<file path="src/rtl/id_exe_stage_reg.sv">
`default_nettype none

`ifndef FUNC_SIZE
`define FUNC_SIZE 4
`endif
`ifndef MAX_LENGTH
`define MAX_LENGTH 32
`endif
`ifndef NOP_EXECUTE
`define NOP_EXECUTE 4'd0
`endif
`ifndef ADD_EXECUTE
`define ADD_EXECUTE 4'd1
`endif
`ifndef SUB_EXECUTE
`define SUB_EXECUTE 4'd2
`endif

// ============================================================================
//  Module      : id_exe_stage_reg
//  Description : Decode-to-execute pipeline register with a valid/ready
//                handshake and a one-entry skid buffer. A flush squashes
//                every held instruction into a NOP bubble.
//  Revision    : 1.0 - initial release
// ============================================================================
module id_exe_stage_reg #(
    parameter int FUNC_W = `FUNC_SIZE,
    parameter int DATA_W = `MAX_LENGTH,
    parameter int REG_W  = 5
) (
    input  logic              clk,
    input  logic              rst,
    input  logic              flush,
    input  logic              in_valid,
    output logic              in_ready,
    input  logic [FUNC_W-1:0] in_cmd,
    input  logic [DATA_W-1:0] in_val1,
    input  logic [DATA_W-1:0] in_val2,
    input  logic [REG_W-1:0]  in_dest,
    input  logic              in_wb_en,
    output logic              out_valid,
    input  logic              out_ready,
    output logic [FUNC_W-1:0] EXE_CMD,
    output logic [DATA_W-1:0] valuein1,
    output logic [DATA_W-1:0] valuein2,
    output logic [REG_W-1:0]  out_dest,
    output logic              out_wb_en
);

    // One instruction packed as {cmd, val1, val2, dest, wb_en}
    localparam int ENT_W = FUNC_W + 2 * DATA_W + REG_W + 1;

    localparam logic [FUNC_W-1:0] C_NOP_CMD = FUNC_W'(`NOP_EXECUTE);

    typedef enum logic [1:0] {
        ST_EMPTY = 2'd0,
        ST_BUSY  = 2'd1,
        ST_FULL  = 2'd2
    } state_t;

    state_t             state_q, state_d;
    logic [ENT_W-1:0]   main_q, main_d;
    logic [ENT_W-1:0]   skid_q, skid_d;

    logic [ENT_W-1:0]   w_in_entry;
    logic               w_in_xfer;
    logic               w_out_xfer;

    logic [FUNC_W-1:0]  w_main_cmd;
    logic [DATA_W-1:0]  w_main_val1;
    logic [DATA_W-1:0]  w_main_val2;
    logic [REG_W-1:0]   w_main_dest;
    logic               w_main_wb;

    assign w_in_entry = {in_cmd, in_val1, in_val2, in_dest, in_wb_en};
    assign {w_main_cmd, w_main_val1, w_main_val2, w_main_dest, w_main_wb} = main_q;

    // Ready depends only on held state (and reset), never on out_ready, so
    // the handshake path from execute back to decode stays registered.
    assign in_ready   = rst & (state_q != ST_FULL);
    assign out_valid  = (state_q != ST_EMPTY);
    assign w_in_xfer  = in_valid & in_ready;
    assign w_out_xfer = out_valid & out_ready;

    // Idle cycles present a NOP with write-back disabled; operands keep
    // their last value so the ALU inputs do not toggle needlessly.
    assign EXE_CMD   = out_valid ? w_main_cmd : C_NOP_CMD;
    assign valuein1  = w_main_val1;
    assign valuein2  = w_main_val2;
    assign out_dest  = w_main_dest;
    assign out_wb_en = out_valid & w_main_wb;

    // Next-state and storage update; flush overrides every transfer
    always_comb begin
        state_d = state_q;
        main_d  = main_q;
        skid_d  = skid_q;
        if (flush) begin
            state_d = ST_EMPTY;
        end else begin
            case (state_q)
                ST_EMPTY: begin
                    if (w_in_xfer) begin
                        main_d  = w_in_entry;
                        state_d = ST_BUSY;
                    end
                end
                ST_BUSY: begin
                    if (w_in_xfer && w_out_xfer) begin
                        main_d = w_in_entry;
                    end else if (w_out_xfer) begin
                        state_d = ST_EMPTY;
                    end else if (w_in_xfer) begin
                        skid_d  = w_in_entry;
                        state_d = ST_FULL;
                    end
                end
                ST_FULL: begin
                    if (w_out_xfer) begin
                        main_d  = skid_q;
                        state_d = ST_BUSY;
                    end
                end
                default: begin
                    state_d = ST_EMPTY;
                end
            endcase
        end
    end

    // State and storage registers, cleared asynchronously on reset
    always_ff @(posedge clk or negedge rst) begin
        if (!rst) begin
            state_q <= ST_EMPTY;
            main_q  <= {C_NOP_CMD, {(ENT_W - FUNC_W){1'b0}}};
            skid_q  <= '0;
        end else begin
            state_q <= state_d;
            main_q  <= main_d;
            skid_q  <= skid_d;
        end
    end

endmodule

`default_nettype wire

</file>
<file path="config.mk">
export PLATFORM = sky130hd
export DESIGN_NAME = id_exe_stage_reg
export DESIGN_NICKNAME = d
export VERILOG_FILES = /design/src/rtl/id_exe_stage_reg.sv
export SDC_FILE = /design/constraint.sdc
export NUM_CORES = 1
export LEC_CHECK = 0
export CAP_MARGIN = 10
export CORE_MARGIN = 3
export CORE_UTILIZATION = 55
export DETAILED_ROUTE_END_ITERATION = 7
export PLACE_DENSITY = 0.86
export SLEW_MARGIN = 5
export SYNTH_ARGS = -nofsm -noshare
export SYNTH_HDL_FRONTEND = slang
export SYNTH_SLANG_ARGS = --single-unit
</file>
<file path="constraint.sdc">
create_clock -name clk -period 5 [get_ports clk]
set_clock_uncertainty 0.15 [all_clocks]
set_input_delay 0.75 -clock clk [delete_from_list [all_inputs] [get_ports clk]]
set_output_delay 0.75 -clock clk [all_outputs]
set_load 0.05 [all_outputs]
</file>
======== Yosys cells after proc, flatten, opt, wreduce, memory -nomap -nowiden ========
Index checks and enable logic that the tools add are counted.
operators by class
  add/subtract/negate cells ............... 0
  $mul .................................... 0
  div/mod/pow operators ................... 0
  magnitude comparators ................... 0
  equality and inequality tests ........... 10
  shift-type cells ........................ 0
  muxes and demuxes ....................... 12
  bitwise operators ....................... 7
  reductions and logical operators ........ 7
operators with widths
  cell                  count
  $mux W74              3
  $pmux W74 S3          1
  $mux W2               6
  $reduce_and A5 Y1     2
  $ne A3 B3 Y1 const B  3
  $ne A2 B2 Y1 const B  4
  $pmux W2 S3           1
  $and A1 B1 Y1         4
  $mux W4               1
  $ne A4 B4 Y1 const B  1
  $reduce_and A4 Y1     1
  $not A1 Y1            3
  $reduce_bool A3 Y1    1
  $eq A2 B1 Y1 const B  1
  $eq A2 B2 Y1 const B  1
  $logic_not A2 Y1      1
  $reduce_bool A2 Y1    1
  $logic_and A1 B1 Y1   1
storage, ports and cells
  register bits ........................... 150
  bits in latches ......................... 0
  RAM bits ................................ 0
  bits in read-only memories .............. 0
  input port bits ......................... 79
  output and inout port bits .............. 76
  logic and storage cells ................. 39
  memories ................................ 0

======== Logic depth before layout (Yosys ltp) ========
Gate-level depths: netlist (run 1).
  word-level depth ........................ 8
  mapped depth ............................ 8
  depth with buffers taken out ............ 4

======== Worst setup path after synthesis (run 1) ========
No wires, ideal clock.
  path type ............................... register to output
  from .................................... register state_q[1]
  to ...................................... output port EXE_CMD[0]
  data arrival time ....................... 1.393 ns
  required time ........................... 4.100 ns
  path slack .............................. 2.707 ns
  cell stages (with the launch flop) ...... 4
  path buffers ............................ 1
  path through ............................ dfrtp_1 -> clkbuf_1 -> nor2_1 -> nor2b_1
between the ends
  cells in the longest elaborated chain, start to end .. 2
RTL lines
  what                    line  RTL
  start, declared         61    state_t state_q, state_d;
  start signal, assigned  138   state_q <= state_d;
  $reduce_bool A2 Y1      81    assign out_valid = (state_q != ST_EMPTY);
  $mux W4                 87    assign EXE_CMD = out_valid ? w_main_cmd : C_NOP_CMD;
  end, declared           43    output logic [FUNC_W-1:0] EXE_CMD,
No other way between the ends.

======== Final worst setup path (run 1) ========
  from .................................... input port out_ready
  to ...................................... register skid_q[53]
between the ends
  cells in the longest elaborated chain, start to end .. 4
  elaborated cells between the ends (all ways) .. 5
  those cells by class .................... bitwise (3); reduce/logical (2)
RTL lines
  what                           line  RTL
  start, declared                42    input logic out_ready,
  $and A1 B1 Y1 *                83    assign w_out_xfer = out_valid & out_ready;
  $logic_and A1 B1 Y1            109   if (w_in_xfer && w_out_xfer) begin
  $not A1 Y1 (no line)           --
  $reduce_and A5 Y1 (no line) *  --
  end signal, assigned           140   skid_q <= skid_d;
  end, declared                  63    logic [ENT_W-1:0] skid_q, skid_d;
Every way passes the cells marked *; elsewhere a longest branch is shown, timed or not.
A chain may end at the register's enable or synchronous reset.

==> flow_summary.yaml, run 1 <==
min_path:
  min-delay-path-class: "input pin to async pin"
synthesis:
  syn-instance-count: 569
  synth-seq-cells: 150
  yosysWarnings: 0
  mappedNetlistArea_sq_um: 7010
  synth.yosys.seq_area_share: 0.535
  synth.net_count: 648
  synth.avg_cell_area_sq_um: 12.3
  synth.distinct_cells: 23
final_layout:
  diodes: 0
  postLayoutCellArea_sq_um: 8750
  num-nets-final: 724
  area_delta_synth_final_pct: 24.9
  post_route_cells_drive_above_1_share: 0.172
  fin_cells: 826
setup_path:
  worst-r2r-cell-count: 4
  crit_path_end_kind: "flop"
  crit_path_cell_trace: "clkdlybuf4s50_1 -> and2b_1 -> or4b_4 -> buf_4 -> mux2_4"
  worstSetupStartpointType: "input pin"
  critical_path_class: "input pin to flop"
  worstPathMaxFanout: 49
  critPathRequiredTime_ns: 5.15
  crit_path_dat_ns: 3.26
  critPathMaxStageDelay_ns: 0.72
  crit_path_top_delay_cell: "or4b_4"
grt:
  grt_pass1_vias: 4659
  grt_start_max_net_pins: 101
  global_route_wire_length_before_repair_mm: 24.0
  global_route.overflow_total: 0
  gr_util_met1: 0.290
  grt.total_usage: 0.212
  grt_use_met2: 0.330
  initial_antenna_violation_count: 0
  global_route.peak_usage_layer: "met2"
  gr-usage-met3: 0.0575
clocking:
  cts_setup_buffers: 0
  cts_inserted_buffers: 17
  clock_latency_ns: 0.41
  maximum_count_of_clock_buffers_along_a_single_path: 2
  cts_resized: 0
  cts-htree-levels: 4
  clock-sinks: 150
  clk_root_buffer_cell: "clkbuf_16"
  holdBufCountCts: 0
  cts.reportedPaths.clkPinSlew_ns: 0.06
  cts_tree: "yes"
placement:
  post-dp-hpwl_mm: 9.45
  port_buffers: 154
  final_weighted_congestion_of_routability_driven_global_placement: 0.789
  placedCellCount: 794
  preCtsSetupSlack_ns: 1.50
  placed_cell_area_sq_um: 8130
power:
  worst_ir_drop_vdd_v: 0.000225
  pwr_density_cell_nw_per_um2: 455
  power.static_leakage_uw: 0.00393
die:
  row_count: 40
  initial_core_util: 0.574
  floorplan.die.width_um: 119
  vert_die_dim_um: 119
  fp.dieArea_sq_um: 14100
  floorplan.core_area_sq_um: 12200
  ios: 155
detailed_routing:
  drc_violations: 0
  dr.pass1.iters: 4
  viasPerCell: 5.30
  routed_wirelength_mm: 14.3
  drt_iter0_drc: 413
  wl_per_cell_um: 17.3
  drtAntennaViolNets: 0
  route.vias.total: 4380
sta:
  worstMarginPinSlew_ns: 1.02
  rsz_0062_raised_after_global_routing: "false"
  post-route-period-util: 0.622
  clock.fmax_mhz: 321
  max_slew_margin: 0.318
  timing.final.crit_period_ns: 3.11
  timing.setup.tns_ns: 0
  report.final.hold_viol_count: 0
  layout_setup_ws_ns: 1.89
  final_max_tran_viols: 0
  setup-violations-final: 0
run:
  max-cap-violations: 0
run_status:
  status: "completed"
==> through the flow <==
step | total power [uW] | hold slack [ns] | util
2_1_floorplan | 2420 | 0.292 | -
3_3_place_gp | 2630 | 0.307 | 0.666
3_5_place_dp | 2670 | 0.316 | 0.666
4_1_cts | 4010 | 0.0147 | 0.717
6_report | 3990 | 0.0229 | 0.717
5_1_grt | 4160 | 0.0142 | 0.717
==> routing by layer <==
metal | wire [um] | part of all wire
met3 | 813 | 0.057
met5 | 0 | 0
met2 | 6870 | 0.48
met1 | 6410 | 0.45
met4 | 221 | 0.015
==> Yosys cell counts (all sizes together) <==
master | n | area share
mux2i | 75 | 0.11
nor2 | 2 | 0.0011
o41a | 1 | 0.0016
nand2b | 1 | 0.00089
o22a | 1 | 0.0012
mux2 | 74 | 0.15
or4b | 1 | 0.0020
o31ai | 1 | 0.0011
and2 | 1 | 0.00089
dfrtp | 150 | 0.54
o21a | 1 | 0.0011
buf | 89 | 0.094
o21ai | 74 | 0.053
nor2b | 6 | 0.0054
inv | 1 | 0.00053
and2b | 1 | 0.0011
clkbuf | 13 | 0.0070
nand2 | 76 | 0.041
nand4bb | 1 | 0.0016
==> sequential cells by signal (all words and copies together), names as in the netlist <==
signal,flops
skid_q,74
main_q,74
state_q,2
==> critical path: cells and delay by family <==
kind	cells	cell delay (ns)
buffers and inverters	2	1.13
multiplexers	1	0.35
AND/OR/NAND/NOR	2	0.95
==> final timing paths <==
kind                                        start                     end  slack [ns]
setup / recovery                        out_ready  skid_q[53]$_DFFE_PN0P_        1.89
hold / removal                                rst  main_q[14]$_DFFE_PN0P_        0.02
setup reg to reg           state_q[0]$_DFFE_PN0P_  skid_q[53]$_DFFE_PN0P_        2.31
hold reg to reg             main_q[0]$_DFFE_PN0P_   main_q[0]$_DFFE_PN0P_        0.33
max in group asynchronous                     rst  main_q[40]$_DFFE_PN0P_        3.55
min in group clk            main_q[0]$_DFFE_PN0P_   main_q[0]$_DFFE_PN0P_        0.33
==> cell usage in the layout, fill, tap and decap left out, types with 3 or more instances in the layout <==
cell type        instances
buf_4                    3
dfrtp_1                150
nor2b_1                  5
mux2_4                  49
bufinv_16                4
clkinvlp_4               4
clkdlybuf4s50_1        153
nand2_1                 76
clkbuf_16               17
mux2i_1                 75
o21ai_0                 72
mux2_2                  25
==> cell type report <==
cell class / instances / area (sq um)
fill: 860 / 3460
clock inverter: 12 / 178
clock buffer: 20 / 447
inverter: 1 / 3.75
multi-input combinational: 316 / 2560
sequential: 150 / 3750
timing repair buffer: 159 / 1610
tap: 168 / 210
==> cells by family after synthesis <==
logic type / after synthesis / share of synthesized area
AOI/OAI and AO/OA: 78 / 0.0578
DFF: 150 / 0.535
muxes: 149 / 0.252
buffers and inverters: 103 / 0.101
and+or+nand+nor: 89 / 0.0535
==> where the power goes <==
group          leakage (uW)  switching, uW  internal [uW]
Clock              0.000292            489            848
Combinational       0.00172            617            436
Sequential          0.00192            145           1450
Total               0.00393           1250           2740
Power figures use the tool's default switching activity.
==> run 2, diff against run 1 <==
--- a/config.mk
+++ b/config.mk
@@ -7,9 +7,9 @@
 export LEC_CHECK = 0
 export CAP_MARGIN = 10
 export CORE_MARGIN = 3
-export CORE_UTILIZATION = 55
+export CORE_UTILIZATION = 51
 export DETAILED_ROUTE_END_ITERATION = 7
-export PLACE_DENSITY = 0.86
+export PLACE_DENSITY = 0.81
 export SLEW_MARGIN = 5
 export SYNTH_ARGS = -nofsm -noshare
 export SYNTH_HDL_FRONTEND = slang
==> constraint.sdc (replaced) <==
create_clock -name clk -period 3.3 [get_ports clk]
set_clock_uncertainty 0.15 [all_clocks]
set_input_delay 0.495 -clock clk [delete_from_list [all_inputs] [get_ports clk]]
set_output_delay 0.495 -clock clk [all_outputs]
set_load 0.05 [all_outputs]
==> run 2 against run 1 <==
Against the previous run:
- first-iteration DRC count down 17%
- core utilization down 6.6 points
- design area down 0.70%
- clock power up 30%
- global-route usage down 2.0 points
- power up 44%
- critical endpoint is now in_ready
- largest power group unchanged
- highest routed layer unchanged
==> flow_summary.yaml, run 2 (synthesis results as in run 1) <==
run_status:
  status: "completed"
power:
  power.sequential.fraction: 0.419
  pwr_density_cell_nw_per_um2: 661
  comb_power_share: 0.278
  p_sw_frac: 0.325
  share_clk_of_total_power: 0.303
  net-switching-power_uw: 1870
  power.static_leakage_uw: 0.00392
  worst_ir_drop_vdd_v: 0.000346
  internal_power_uw: 3880
grt:
  grt_pass1_vias: 4532
  grt_start_max_net_pins: 72
  initial_antenna_violation_count: 0
  global_route_wire_length_before_repair_mm: 22.8
  grt.total_usage: 0.192
  global_route.overflow_total: 0
sta:
  post-route-period-util: 0.906
  timing.setup.tns_ns: 0
  timing.final.crit_period_ns: 2.99
  timing.hold.ws_ns: 0.326
  final_max_tran_viols: 0
  setup-violations-final: 0
  worstMarginPinSlew_ns: 0.858
  clock.fmax_mhz: 335
  report.final.hold_viol_count: 0
  rsz_0062_raised_after_global_routing: "false"
  layout_setup_ws_ns: 0.311
  max_slew_margin: 0.428
detailed_routing:
  wl_per_cell_um: 16.8
  drt_iter0_drc: 344
  viasPerCell: 5.14
  drc_violations: 0
  drtAntennaViolNets: 0
  routed_wirelength_mm: 14.1
  route.vias.total: 4301
  dr.pass1.iters: 4
placement:
  preCtsSetupSlack_ns: 0.520
  placed_cell_area_sq_um: 8160
  post-dp-hpwl_mm: 9.36
  final_weighted_congestion_of_routability_driven_global_placement: 0.742
  port_buffers: 154
clocking:
  clock-sinks: 150
  clk_root_buffer_cell: "clkbuf_16"
  cts_tree: "yes"
  cts-htree-levels: 4
  clock_latency_ns: 0.42
  maximum_count_of_clock_buffers_along_a_single_path: 2
  cts_inserted_buffers: 17
  cts.reportedPaths.clkPinSlew_ns: 0.06
die:
  initial_core_util: 0.525
  fp.dieArea_sq_um: 15200
  floorplan.die.width_um: 123
  ios: 155
  floorplan.core_area_sq_um: 13300
  vert_die_dim_um: 123
  row_count: 42
min_path:
  count_of_cells_along_the_worst_hold_path: 2
  startpoint_of_the_tightest_hold_check_path: "main_q[53]$_DFFE_PN0P_"
  holdPathEnd: "main_q[53]$_DFFE_PN0P_"
  min-delay-path-class: "flop to flop"
setup_path:
  reg_to_reg_startpoint: "state_q[0]$_DFFE_PN0P_"
  worst-r2r-cell-count: 5
  worstSetupStartpointType: "input pin"
  critical_path.top_delay_family: "buffers and inverters"
  critical_path.n_buffers_inverters: 3
  timing.rr.end: "main_q[20]$_DFFE_PN0P_"
  r2r_slack_ns: 1.13
  critPathRequiredTime_ns: 2.65
  critical_path_class: "input pin to output pin"
  crit_path_dat_ns: 2.34
  critPathMaxStageDelay_ns: 0.80
  crit_path_cell_trace: "dlygate4sd3_1 -> buf_6 -> and2_1 -> clkdlybuf4s50_1"
  crit_path_top_delay_cell: "clkdlybuf4s50_1"
  worstPathMaxFanout: 27
  crit_path_end_kind: "output pin"
final_layout:
  postLayoutCellArea_sq_um: 8690
  area_delta_synth_final_pct: 24.0
  num-nets-final: 728
  most-common-layout-cells: "clkdlybuf4s50_1, dfrtp_1, nand2_1"
  post_route_cells_drive_above_1_share: 0.173
  largest_registers: "main_q x74, skid_q x74, state_q x2"
  diodes: 0
  final_common_cell: "clkdlybuf4s50_1"
run:
  max-cap-violations: 0
-- run 2: cell count changes in the layout (fill, tap and decap cells not counted), sizes merged --
cell	change
clkinv	+3
clkbuf	-1
clkinvlp	-1
buf	+3
bufinv	-3
dlygate4sd3	+1
-- run 2: how the worst max path moves through the flow --
stage | start | end | slack, ns | depth (start not counted)
3_3_place_gp | out_ready | skid_q[28]$_DFFE_PN0P_ | 0.63 | 5
6_report | rst | in_ready | 0.31 | 4
2_1_floorplan | state_q[1]$_DFFE_PN0P_ | EXE_CMD[0] | 1.26 | 3
5_1_grt | rst | in_ready | 0.25 | 4
4_1_cts | rst | in_ready | 0.29 | 4
3_5_place_dp | out_ready | main_q[16]$_DFFE_PN0P_ | 0.52 | 6
-- run 2: area by class of cell --
type,count,area [sq um]
Tap cell,176,220
Inverter,1,3.75
Clock inverter,11,87.6
Clock buffer,19,433
Multi-Input combinational cell,316,2560
Sequential cell,150,3750
Fill cell,988,4650
Timing Repair Buffer,163,1640
-- run 2: what timing repair did --
item / CTS / global route
buffers inserted: 0 / 0
hold buffers: 1 / 0
endpoints found under the hold margin: 23 / 0
resized for setup: 0 / 0
-- run 2: worst reg2reg max path: stages (launching register included) --
cell	delay, ns
dfrtp_1	0.46
and2b_1	0.22
o41a_2	0.68
buf_12	0.28
nand2_1	0.15
o21ai_0	0.10
-- run 2: power by group through the flow --
stage	sequential [uW]	clock (uW)	combinational, uW
after global routing	2450	1860	1690
after floorplan	2370	0	1300
after global placement	2410	0	1570
after CTS	2410	1770	1620
final	2410	1740	1600
after detailed placement	2430	0	1610
-- run 2: routing by layer --
layer  vias up  share of wire  global-route usage
met5         -              0                   0
met2       130           0.48               0.308
met3        17          0.067              0.0471
met4         0          0.015              0.0761
met1      2131           0.44               0.253
li1       2023              -                   -
-- run 2: stage by stage --
step | total power, uW | utilization | cells
2_1_floorplan | 3670 | - | 569
3_3_place_gp | 3980 | 0.612 | 805
3_5_place_dp | 4040 | 0.612 | 805
4_1_cts | 5800 | 0.651 | 836
5_1_grt | 6000 | 0.651 | 836
6_report | 5750 | 0.651 | 836
